<file path="src/rtl/event_encoder_4to2_if.sv">
// Request/handshake bundle for the 4-to-2 event encoder.
// The slave side is the encoder; the master side is the event source plus consumer.
interface event_encoder_4to2_if;
   logic [3:0] req;
   logic       ready;
   logic [1:0] code;
   logic       valid;
   logic [3:0] pending;
   logic       overflow;

   modport master (
      output req,
      output ready,
      input  code,
      input  valid,
      input  pending,
      input  overflow
   );

   modport slave (
      input  req,
      input  ready,
      output code,
      output valid,
      output pending,
      output overflow
   );
endinterface

</file>
<file path="src/rtl/event_encoder_4to2.sv">
// Captures single-cycle events on four request lines into sticky pending bits and
// emits them one at a time as 2-bit indices over a valid/ready handshake.
module event_encoder_4to2 #(
   parameter bit ROUND_ROBIN = 1'b0
) (
   input  logic                 clk,
   input  logic                 rst,
   event_encoder_4to2_if.slave  bus
);

   typedef enum logic {
      IDLE    = 1'b0,
      PRESENT = 1'b1
   } state_t;

   state_t     state_p1, state_nxt;
   logic [3:0] pending_p1, pending_nxt;
   logic [1:0] code_p1, code_nxt;
   logic [1:0] last_p1, last_nxt;
   logic       ovf_p1, ovf_nxt;
   logic [1:0] winner;
   logic       load;
   logic [3:0] clr;

   function automatic logic [1:0] pick_fixed(input logic [3:0] p);
      logic [1:0] idx;
      if (p[3])      idx = 2'd3;
      else if (p[2]) idx = 2'd2;
      else if (p[1]) idx = 2'd1;
      else           idx = 2'd0;
      return idx;
   endfunction

   // Search starts one past the last emitted index and wraps modulo 4.
   function automatic logic [1:0] pick_rr(input logic [3:0] p, input logic [1:0] last);
      logic [1:0] idx;
      logic [1:0] sel;
      logic       found;
      sel   = last;
      found = 1'b0;
      for (int k = 1; k <= 4; k++) begin
         idx = last + k[1:0];
         if (!found && p[idx]) begin
            sel   = idx;
            found = 1'b1;
         end
      end
      return sel;
   endfunction

   always_comb begin
      state_nxt   = state_p1;
      code_nxt    = code_p1;
      last_nxt    = last_p1;
      load        = 1'b0;
      clr         = 4'b0000;
      winner      = ROUND_ROBIN ? pick_rr(pending_p1, last_p1) : pick_fixed(pending_p1);

      unique case (state_p1)
         IDLE: begin
            if (|pending_p1) begin
               load      = 1'b1;
               state_nxt = PRESENT;
            end
         end
         PRESENT: begin
            // Without ready the presented code is frozen, even if a higher index arrives.
            if (bus.ready) begin
               if (|pending_p1) load      = 1'b1;
               else             state_nxt = IDLE;
            end
         end
         default: state_nxt = IDLE;
      endcase

      if (load) begin
         clr      = 4'b0001 << winner;
         code_nxt = winner;
         last_nxt = winner;
      end

      // A req landing on the bit being cleared re-arms it as a fresh event.
      pending_nxt = (pending_p1 & ~clr) | bus.req;
      ovf_nxt     = |(bus.req & pending_p1 & ~clr);
   end

   // ---- stage p1: registered state and outputs ----
   always_ff @(posedge clk) begin
      if (rst) begin
         state_p1   <= IDLE;
         pending_p1 <= 4'b0000;
         code_p1    <= 2'd0;
         last_p1    <= 2'd3;
         ovf_p1     <= 1'b0;
      end else begin
         state_p1   <= state_nxt;
         pending_p1 <= pending_nxt;
         code_p1    <= code_nxt;
         last_p1    <= last_nxt;
         ovf_p1     <= ovf_nxt;
      end
   end

   assign bus.code     = code_p1;
   assign bus.valid    = (state_p1 == PRESENT);
   assign bus.pending  = pending_p1;
   assign bus.overflow = ovf_p1;

endmodule

</file>
<file path="src/flat_wrapper.sv">
// flat-port wrapper written by rule: the top's interface ports become plain ports
module event_encoder_4to2_flat 
#(
   parameter bit ROUND_ROBIN = 1'b0
)
  (clk, rst, bus_req, bus_ready, bus_code, bus_valid, bus_pending, bus_overflow);
  event_encoder_4to2_if bus_i ();
  input  logic clk;
  input  logic rst;
  input wire logic [$bits(bus_i.req)-1:0] bus_req;
  input wire logic [$bits(bus_i.ready)-1:0] bus_ready;
  output wire logic [$bits(bus_i.code)-1:0] bus_code;
  output wire logic [$bits(bus_i.valid)-1:0] bus_valid;
  output wire logic [$bits(bus_i.pending)-1:0] bus_pending;
  output wire logic [$bits(bus_i.overflow)-1:0] bus_overflow;
  assign bus_i.req = bus_req;
  assign bus_i.ready = bus_ready;
  assign bus_code = bus_i.code;
  assign bus_valid = bus_i.valid;
  assign bus_pending = bus_i.pending;
  assign bus_overflow = bus_i.overflow;
  event_encoder_4to2 #(.ROUND_ROBIN(ROUND_ROBIN)) u_core (.clk(clk), .rst(rst), .bus(bus_i));
endmodule
</file>
<file path="config.mk">
export PLATFORM = sky130hd
export DESIGN_NAME = event_encoder_4to2_flat
export DESIGN_NICKNAME = d
export VERILOG_FILES = /design/src/rtl/event_encoder_4to2_if.sv /design/src/rtl/event_encoder_4to2.sv /design/src/flat_wrapper.sv
export SDC_FILE = /design/constraint.sdc
export NUM_CORES = 1
export LEC_CHECK = 0
export ABC_AREA = 1
export CORE_AREA = 2 2 39 41
export CTS_CLUSTER_DIAMETER = 120
export DETAILED_ROUTE_END_ITERATION = 6
export DIE_AREA = 0 0 41 43
export MAX_ROUTING_LAYER = met4
export PLACE_DENSITY = 0.57
export RECOVER_POWER = 25
export SETUP_SLACK_MARGIN = 0.3
export SYNTH_ARGS = -nofsm -noshare
export SYNTH_HDL_FRONTEND = slang
export SYNTH_SLANG_ARGS = --single-unit
</file>
<file path="constraint.sdc">
create_clock -name clk -period 1.17 [get_ports clk]
set_input_delay 0.2925 -clock clk [delete_from_list [all_inputs] [get_ports clk]]
set_output_delay 0.2925 -clock clk [all_outputs]
set_load 0.005 [all_outputs]
</file>
==> impl_metrics.env, run 1 <==
export IMPL_finalCriticalPeriod_ns=1.144
export IMPL_seq_area_frac_synth=0.4476
export IMPL_final_common_cell="buf_4"
export IMPL_diodes=0
export IMPL_detail_route_antenna_nets=0
export IMPL_grt_use_total=0.1699
export IMPL_numCtsBuffers=3
export IMPL_power_switching_mw=0.2572
export IMPL_dieArea_mm2=0.001763
export IMPL_antenna_found_initial=0
export IMPL_syn_area_um2=357.8
export IMPL_area_delta_synth_final_pct=114.0
export IMPL_hold_class="input port to register"
export IMPL_vias=449
export IMPL_ir_drop_uv=617.7
export IMPL_status="complete, no violations"
export IMPL_cellPowerDensity_mw_per_mm2=1094
export IMPL_r2r_slack_ns=0.07
export IMPL_die_h_um=43
export IMPL_setup_viol_count_final=0
export IMPL_io_buffers=14
export IMPL_combinationalPowerShare=0.336
export IMPL_leakage_nw=0.3723
export IMPL_cts_hold_buffers_added=0
export IMPL_drtIter0Drc=9
export IMPL_p_seq_frac=0.371
export IMPL_relSlewSlack=0.8288
export IMPL_layout_drive_gt1_share=0.6429
export IMPL_dpl_hpwl_um=624.8
export IMPL_synth_fp_nets=57
export IMPL_num_rows=14
export IMPL_cp_arrival_ns=0.85
export IMPL_slew_viol_final=0
export IMPL_syn_instance_count=50
export IMPL_holdWs_ns=0.4497
export IMPL_die_width_um=41
export IMPL_required_ns=0.88
export IMPL_postLayoutCoreUtil=0.5533
export IMPL_numClockSinks=8
export IMPL_grt_pass1_wl_um=1863
export IMPL_first_global_vias=418
export IMPL_clock_latency_ns=0.27
export IMPL_critPathKind="register to primary output"
export IMPL_mostFrequentLayoutCells="buf_4 (10), buf_6 (9), nor2_1 (6)"
export IMPL_ys_seq_elements=8
export IMPL_start_util=0.2586
export IMPL_hold_violations=0
export IMPL_pin_count=15
export IMPL_worstMarginPinSlew_ns=0.2569
export IMPL_drt_first_pass_iters=4
export IMPL_coreArea_mm2=0.001384
export IMPL_fmax_mhz=873.8
export IMPL_netSwitchingFraction=0.3070
export IMPL_cts_tree="done"
export IMPL_viasPerCell=4.490
export IMPL_finalClockSkew_ns=0.01014
export IMPL_grt_start_max_net_pins=8
export IMPL_synth_warnings=0
export IMPL_clk_pin_slew_ns=0.07
export IMPL_p_clk_frac=0.293
export IMPL_worstPathMaxFanout=3
export IMPL_start_kind="register"
export IMPL_drv_cap=0
export IMPL_yosysUniqueCellTypes=13
export IMPL_cts_max_path_buffers=2
export IMPL_internal_power_mw=0.5807
export IMPL_gp_congestion=0.7543
export IMPL_grt_ovfl_total=0
export IMPL_cts_root_buf="clkbuf_4"
export IMPL_endpoint_kind="primary output"
export IMPL_cts_htree_levels=1
export IMPL_routedWlPerCell_um=11.67
export IMPL_nNetsFinal=92
export IMPL_rsz0062_at_grt="true"
export IMPL_syn_mean_instance_area_um2=7.157
export IMPL_finalCritPeriodShare=0.9782
export IMPL_drc=0
export IMPL_finalWirelength_um=1167
## layout make-up
cell class                      count  area [um^2]
Clock buffer                        4        26.28
Timing Repair Buffer               31        262.8
Fill cell                         133        618.1
Sequential cell                     8        173.9
Tap cell                           16        20.02
Inverter                            6        22.52
Multi-Input combinational cell     35        260.3
## logic make-up (layout without fill, tap and decap cells)
logic type | after synthesis | in the layout | synth area share
buffers and inverters | 7 | 41 | 0.07341
DFF | 8 | 8 | 0.4475
AOI/OAI and AO/OA | 8 | 8 | 0.1224
and+or+nand+nor | 27 | 27 | 0.3566
## metal layers
layer  track usage  vias to the layer above  wire (um)
li1              -                      228          -
met4       0.06000                        0         14
met2        0.2531                       17        632
met3       0.09424                        2         83
met5             -                        -          0
met1        0.1839                      202        436
## sequential cells by signal, indices dropped and copies added (netlist names)
signal / count
u_core.bus.code: 2
u_core.bus.overflow: 1
u_core.bus.pending: 4
u_core.bus.valid: 1
## stage by stage
stage	TNS, ns	area, um^2	cells	setup slack, ns	power [mW]
3_3_place_gp	-0.9407	584.3	86	-0.1853	0.5032
2_1_floorplan	0	375.4	50	0.2495	0.4006
5_1_grt	-0.06894	765.7	100	-0.04532	0.8999
6_report	0	765.7	100	0.02551	0.8379
4_1_cts	0	721.9	98	0.07833	0.8178
3_5_place_dp	-0.9676	584.3	86	-0.1888	0.5053
## power groups by stage
stage                     Sequential, mW  Combinational [mW]  Clock [mW]
final                              0.311               0.282       0.245
after global routing               0.313               0.306       0.281
after CTS                          0.310               0.254       0.254
after detailed placement           0.319               0.186           0
after global placement             0.319               0.185           0
after floorplan                    0.328              0.0725           0
## synthesized netlist by cell type
| cell | count | area share |
|---|---|---|
| clkbuf_1 | 1 | 0.010 |
| inv_1 | 6 | 0.063 |
| a31o_2 | 1 | 0.024 |
| nand2_1 | 9 | 0.094 |
| nand2_4 | 1 | 0.031 |
| a21oi_1 | 6 | 0.084 |
| o21ai_0 | 1 | 0.014 |
| nand3_1 | 6 | 0.084 |
| nand2_2 | 2 | 0.035 |
| dfxtp_1 | 8 | 0.45 |
| nor2_1 | 6 | 0.063 |
| nor2_2 | 2 | 0.035 |
| nor3_1 | 1 | 0.014 |
## final timing paths
path                                                        from                               to  cells past startpoint
worst min register to register   u_core.bus.code[0]$_SDFFE_PP0P_  u_core.bus.code[0]$_SDFFE_PP0P_                      2
worst max register to register  u_core.bus.pending[3]$_SDFF_PP0_  u_core.bus.code[1]$_SDFFE_PP0P_                      7
worst max-delay path            u_core.bus.pending[1]$_SDFF_PP0_                   bus_pending[1]                      2
worst min-delay path                                         rst  u_core.bus.code[0]$_SDFFE_PP0P_                      2
## timing repair
action                                 CTS  global route
endpoints found under the hold margin    0             0
setup endpoints to repair               16            16
pin swaps                               14            12
buffers inserted                         8             2
gates resized for setup                 59             7
## worst max-delay path, cell delays in order (launching register included)
cell and delay, ns:
dfxtp_4 0.35, buf_4 0.13, buf_6 0.10
(Power assumes the default switching activity.)
==> run 2: changes to the inputs <==
CORE_AREA = 4 4 41 43   (was 2 2 39 41)
DIE_AREA = 0 0 45 47   (was 0 0 41 43)
==> impl_metrics.env, run 2 (synthesis gave the netlist of run 1 again) <==
export IMPL_slew_viol_final=0
export IMPL_drv_cap=0
export IMPL_routedWlPerCell_um=11.09
export IMPL_area_delta_synth_final_pct=112.2
export IMPL_largest_register_ffs=4
export IMPL_worstPathMaxFanout=4
export IMPL_hold_class="input port to register"
export IMPL_cellPowerDensity_mw_per_mm2=1087
export IMPL_crit_family="flip-flops"
export IMPL_crit_cells=6
export IMPL_netSwitchingFraction=0.2923
export IMPL_start_util=0.2750
export IMPL_holdPathStages=2
export IMPL_leakage_nw=0.3683
export IMPL_relSlewSlack=0.8469
export IMPL_numCtsBuffers=3
export IMPL_endpoint_kind="register"
export IMPL_gp_congestion=0.7149
export IMPL_grt_use_total=0.1226
export IMPL_cp_cell_sequence="buf_12 -> nor2_4 -> nand2_4 -> buf_4 -> nand3_1 -> a21oi_2"
export IMPL_ir_drop_uv=776.6
export IMPL_vias=448
export IMPL_dpl_hpwl_um=648.2
export IMPL_power_switching_mw=0.2413
export IMPL_rsz0062_at_grt="true"
export IMPL_setup_tns_ns=0
export IMPL_cts_root_buf="clkbuf_4"
export IMPL_cts_htree_levels=1
export IMPL_drtIter0Drc=3
export IMPL_hold_start="rst"
export IMPL_viasPerCell=4.480
export IMPL_setup_viol_count_final=0
export IMPL_slowest_delay_ns=0.35
export IMPL_pin_count=15
export IMPL_drc=0
export IMPL_nNetsFinal=93
export IMPL_r2r_cells=6
export IMPL_path_buf_inv=2
export IMPL_cp_arrival_ns=1.26
export IMPL_fmax_mhz=893.6
export IMPL_mostFrequentLayoutCells="buf_4 (14), nand2_1 (7), nor2_1 (6), buf_6 (6), inv_1 (5)"
export IMPL_clk_pin_slew_ns=0.07
export IMPL_holdWs_ns=0.4510
export IMPL_p_clk_frac=0.285
export IMPL_cts_tree="done"
export IMPL_timing_rr_start="u_core.bus.pending[2]$_SDFF_PP0_"
export IMPL_finalWirelength_um=1109
export IMPL_die_h_um=47
export IMPL_totalPowerFinal_mw=0.8254
export IMPL_cts_max_path_buffers=2
export IMPL_coreArea_mm2=0.001301
export IMPL_worstMarginPinSlew_ns=0.2272
export IMPL_start_kind="register"
export IMPL_grt_start_max_net_pins=8
export IMPL_numClockSinks=8
export IMPL_status="complete, no violations"
export IMPL_dieArea_mm2=0.002115
export IMPL_combinationalPowerShare=0.340
export IMPL_required_ns=1.31
export IMPL_antenna_found_initial=0
export IMPL_io_buffers=14
export IMPL_internal_power_mw=0.5841
export IMPL_detail_route_antenna_nets=0
export IMPL_drt_first_pass_iters=4
export IMPL_die_width_um=45
export IMPL_r2r_end="u_core.bus.code[0]$_SDFFE_PP0P_"
export IMPL_grt_ovfl_total=0
export IMPL_critPathKind="register to register"
export IMPL_grt_pass1_wl_um=1704
export IMPL_hold_violations=0
export IMPL_p_seq_frac=0.375
export IMPL_postLayoutCoreUtil=0.5837
export IMPL_r2r_slack_ns=0.05
export IMPL_finalClockSkew_ns=0.01159
export IMPL_layout_drive_gt1_share=0.5882
export IMPL_first_global_vias=422
export IMPL_finalCritPeriodShare=0.9565
export IMPL_diodes=0
export IMPL_cp_slowest_cell="dfxtp_4"
export IMPL_finalCriticalPeriod_ns=1.119
export IMPL_final_common_cell="buf_4"
export IMPL_num_rows=13
export IMPL_clock_latency_ns=0.26
export IMPL_min_to="u_core.bus.overflow$_SDFF_PP0_"
[run 2: how the worst max path moves through the flow]
stage                     slack [ns]                        startpoint                         endpoint
final                           0.05  u_core.bus.pending[2]$_SDFF_PP0_  u_core.bus.code[0]$_SDFFE_PP0P_
after detailed placement       -0.22                         bus_ready   u_core.bus.overflow$_SDFF_PP0_
after CTS                       0.06  u_core.bus.pending[1]$_SDFF_PP0_   u_core.bus.overflow$_SDFF_PP0_
after floorplan                 0.25  u_core.bus.pending[1]$_SDFF_PP0_   u_core.bus.overflow$_SDFF_PP0_
after global placement         -0.21                         bus_ready   u_core.bus.overflow$_SDFF_PP0_
after global routing          -0.004  u_core.bus.pending[2]$_SDFF_PP0_  u_core.bus.code[0]$_SDFFE_PP0P_
[run 2: repair_timing]
item                                    4_1_cts  5_1_grt
setup buffers                                 6        5
pin swaps                                     8        7
endpoints found under the setup margin       16       16
cloned                                        0        0
hold buffers                                  0        0
resized for setup                            48       11
[run 2: per-layer routing]
layer  track usage  vias to the layer above  wire length (um)
met5             -                        -                 0
met4        0.1053                        0                17
met3       0.02682                        2                90
met2        0.1836                       14               544
met1        0.1373                      201               457
li1              -                      231                 -
[run 2: per-stage QoR]
stage	cell area (um^2)	instances	worst slack [ns]
final	759.5	100	0.05092
after global routing	759.5	100	-0.004304
after CTS	683.2	95	0.05730
after detailed placement	595.6	85	-0.2243
after global placement	595.6	85	-0.2065
after floorplan	375.4	50	0.2495
[run 2: worst register-to-register path, delay by kind of cell, from the launching register on]
kind / cells / cell delay, ns
compound gates: 1 / 0.06
buf+inv: 2 / 0.27
flops: 1 / 0.35
simple gates: 3 / 0.32
[run 2: final cells by class]
cell class	instances	area, um^2
inverter	6	22.52
tap	15	18.77
clock buffer	4	26.28
multi-input combinational	35	246.5
timing repair buffer	32	274.0
sequential	8	171.4
fill	132	541.8
[run 2: power by group through the flow]
stage	logic, mW	registers [mW]	clock network, mW
5_1_grt	0.302	0.314	0.260
3_3_place_gp	0.194	0.317	0
2_1_floorplan	0.0725	0.328	0
6_report	0.280	0.310	0.235
3_5_place_dp	0.195	0.317	0
4_1_cts	0.231	0.310	0.241
==> edit: new RTL, flow settings as in run 2 <==
Take the reset off `pending_p1` and load it in a clocked block of its own.
--- a/src/rtl/event_encoder_4to2.sv
+++ b/src/rtl/event_encoder_4to2.sv
@@ -88,17 +88,19 @@
    always_ff @(posedge clk) begin
       if (rst) begin
          state_p1   <= IDLE;
-         pending_p1 <= 4'b0000;
          code_p1    <= 2'd0;
          last_p1    <= 2'd3;
          ovf_p1     <= 1'b0;
       end else begin
          state_p1   <= state_nxt;
-         pending_p1 <= pending_nxt;
          code_p1    <= code_nxt;
          last_p1    <= last_nxt;
          ovf_p1     <= ovf_nxt;
       end
+   end
+
+   always_ff @(posedge clk) begin
+      pending_p1 <= pending_nxt;
    end
 
    assign bus.code     = code_p1;
Function: changed (Yosys sat finds a counterexample within 4 cycles, from zero or initial values and one cycle with rst high).
==> edit against run 2 <==
Combinational power is 42% lower; maximum frequency grew 3.0%; global-route usage down 1.5 points; cell area decreased by 15%; wire length shrank 24%; synthesized area down 2.8%; setup slack gained 32 ps; total power is 15% lower; sequential power is 1% lower; sequential cell count is the same; largest cell class is now multi-input combinational cells.
==> edit: results (changes against run 2) <==
- Worst vdd ir: 0.000533 V (-31%)
- Dpl cells: 83 (-2.4%)
- First DRT Iteration DRCs: 6 (+3)
- First-pass GRT wire length: 1440 um (-16%)
- HPWL after detailed placement: 637 um (-1.8%)
- Vias in the first global route: 335 (-21%)
- Critical Path AT: 1240 ps (-20 ps)
- Register-to-Register Path Depth: 5 (-1)
- Largest net degree at the start of global routing: 7 (-1)
- Vias: 389 (-13%)
- Reg2Reg Launch Point: u_core.bus.pending[2]
- Postcts setup bufs: 1 (-5)
- Post_cts resized: 39 (-19%)
- DR WL met3: 93 um (+3.3%)
- GRT met2 Usage: 13.3% (-5.1 points)
- Worst R2R End: u_core.bus.pending[0]
- Main area contributors after synthesis: dfxtp_1 (46%), nand2_1 (12%), inv_1 (9.7%)
- Met2 WL: 370 um (-32%)
- Slew margin rel.: 83.9% (-0.74 points)
- Hold path endpoint: u_core.bus.code[0]
- Setup Skew: 5.29 ps (-6.30 ps)
- Reg2Reg Setup Slack: 80 ps (+30 ps)
- Met3 Use GR: 7.28% (+4.6 points)
- GR Util All Layers: 10.7% (-1.5 points)
- Grt met1 use: 11.5% (-2.3 points)
- Register area share after synthesis: 46.0% (+1.3 points)
- Outcome: complete, no violations
- Synth top cells by count: nand2_1 (11), inv_1 (9), dfxtp_1 (8), nand3_1 (4)
- M1 WL: 355 um (-22%)
- Drt pass-1 iters: 3 (-1)
- WL/cell: 9.42 um (-15%)
- Post-synth net total: 55 (-3.5%)
- Syn Area/Cell: 7.25 sq um (+1.3%)
## edit: cell count changes in the layout (fill, tap and decap cells not counted), moves of 2 or more
cell	before	now
a21oi_2	4	1
a21o_1	0	2
buf_4	14	5
nor2_1	6	2
inv_1	5	7
nand3_2	3	0
dfxtp_2	3	5
## edit: power by group
part           leakage, uW  switching (uW)  total [uW]  internal [uW]
logic             0.000242            72.5         162           89.5
clock network    0.0000150             101         232            131
registers        0.0000663            10.8         306            295
total             0.000324             184         699            515
## edit: layout make-up
type / instances / area (sq um)
repair buffers: 23 / 193
inverters: 9 / 33.8
flip-flops and latches: 8 / 170
fillers: 133 / 654
well taps: 15 / 18.8
clock buffers: 4 / 26.3
multi-input cells: 31 / 205
## edit: through the flow
step	hold slack (ps)	util [%]	TNS (ps)	setup slack, ps	instance area [sq um]
after detailed placement	449	43.6	-1640	-291	567
after global routing	541	49.7	0	16.5	647
after CTS	452	44.4	0	70.0	578
final	512	49.7	0	83.4	647
after floorplan	362	-	0	264	363
after global placement	446	43.6	-1540	-274	567
## edit: worst max path at each step
stage	from	to
finish	u_core.bus.pending[2]	u_core.bus.pending[0]
global route	u_core.bus.pending[2]	u_core.bus.overflow
CTS	u_core.bus.pending[2]	bus_pending[2]
detailed placement	bus_ready	u_core.bus.overflow
global placement	bus_ready	u_core.bus.overflow
floorplan	u_core.bus.pending[3]	u_core.bus.overflow
## edit: worst max-delay path, cell delays in order (launching register included)
cell and delay [ps]:
dfxtp_4 340, buf_6 120, nor2_4 110, nand4_1 120
buf_4 150, a21o_1 140
## edit: cells by family after synthesis
kind of cell,count (synthesis)
buffers and inverters,9
flip-flops,8
AO/OA/AOI/OAI,9
AND/OR/NAND/NOR,22
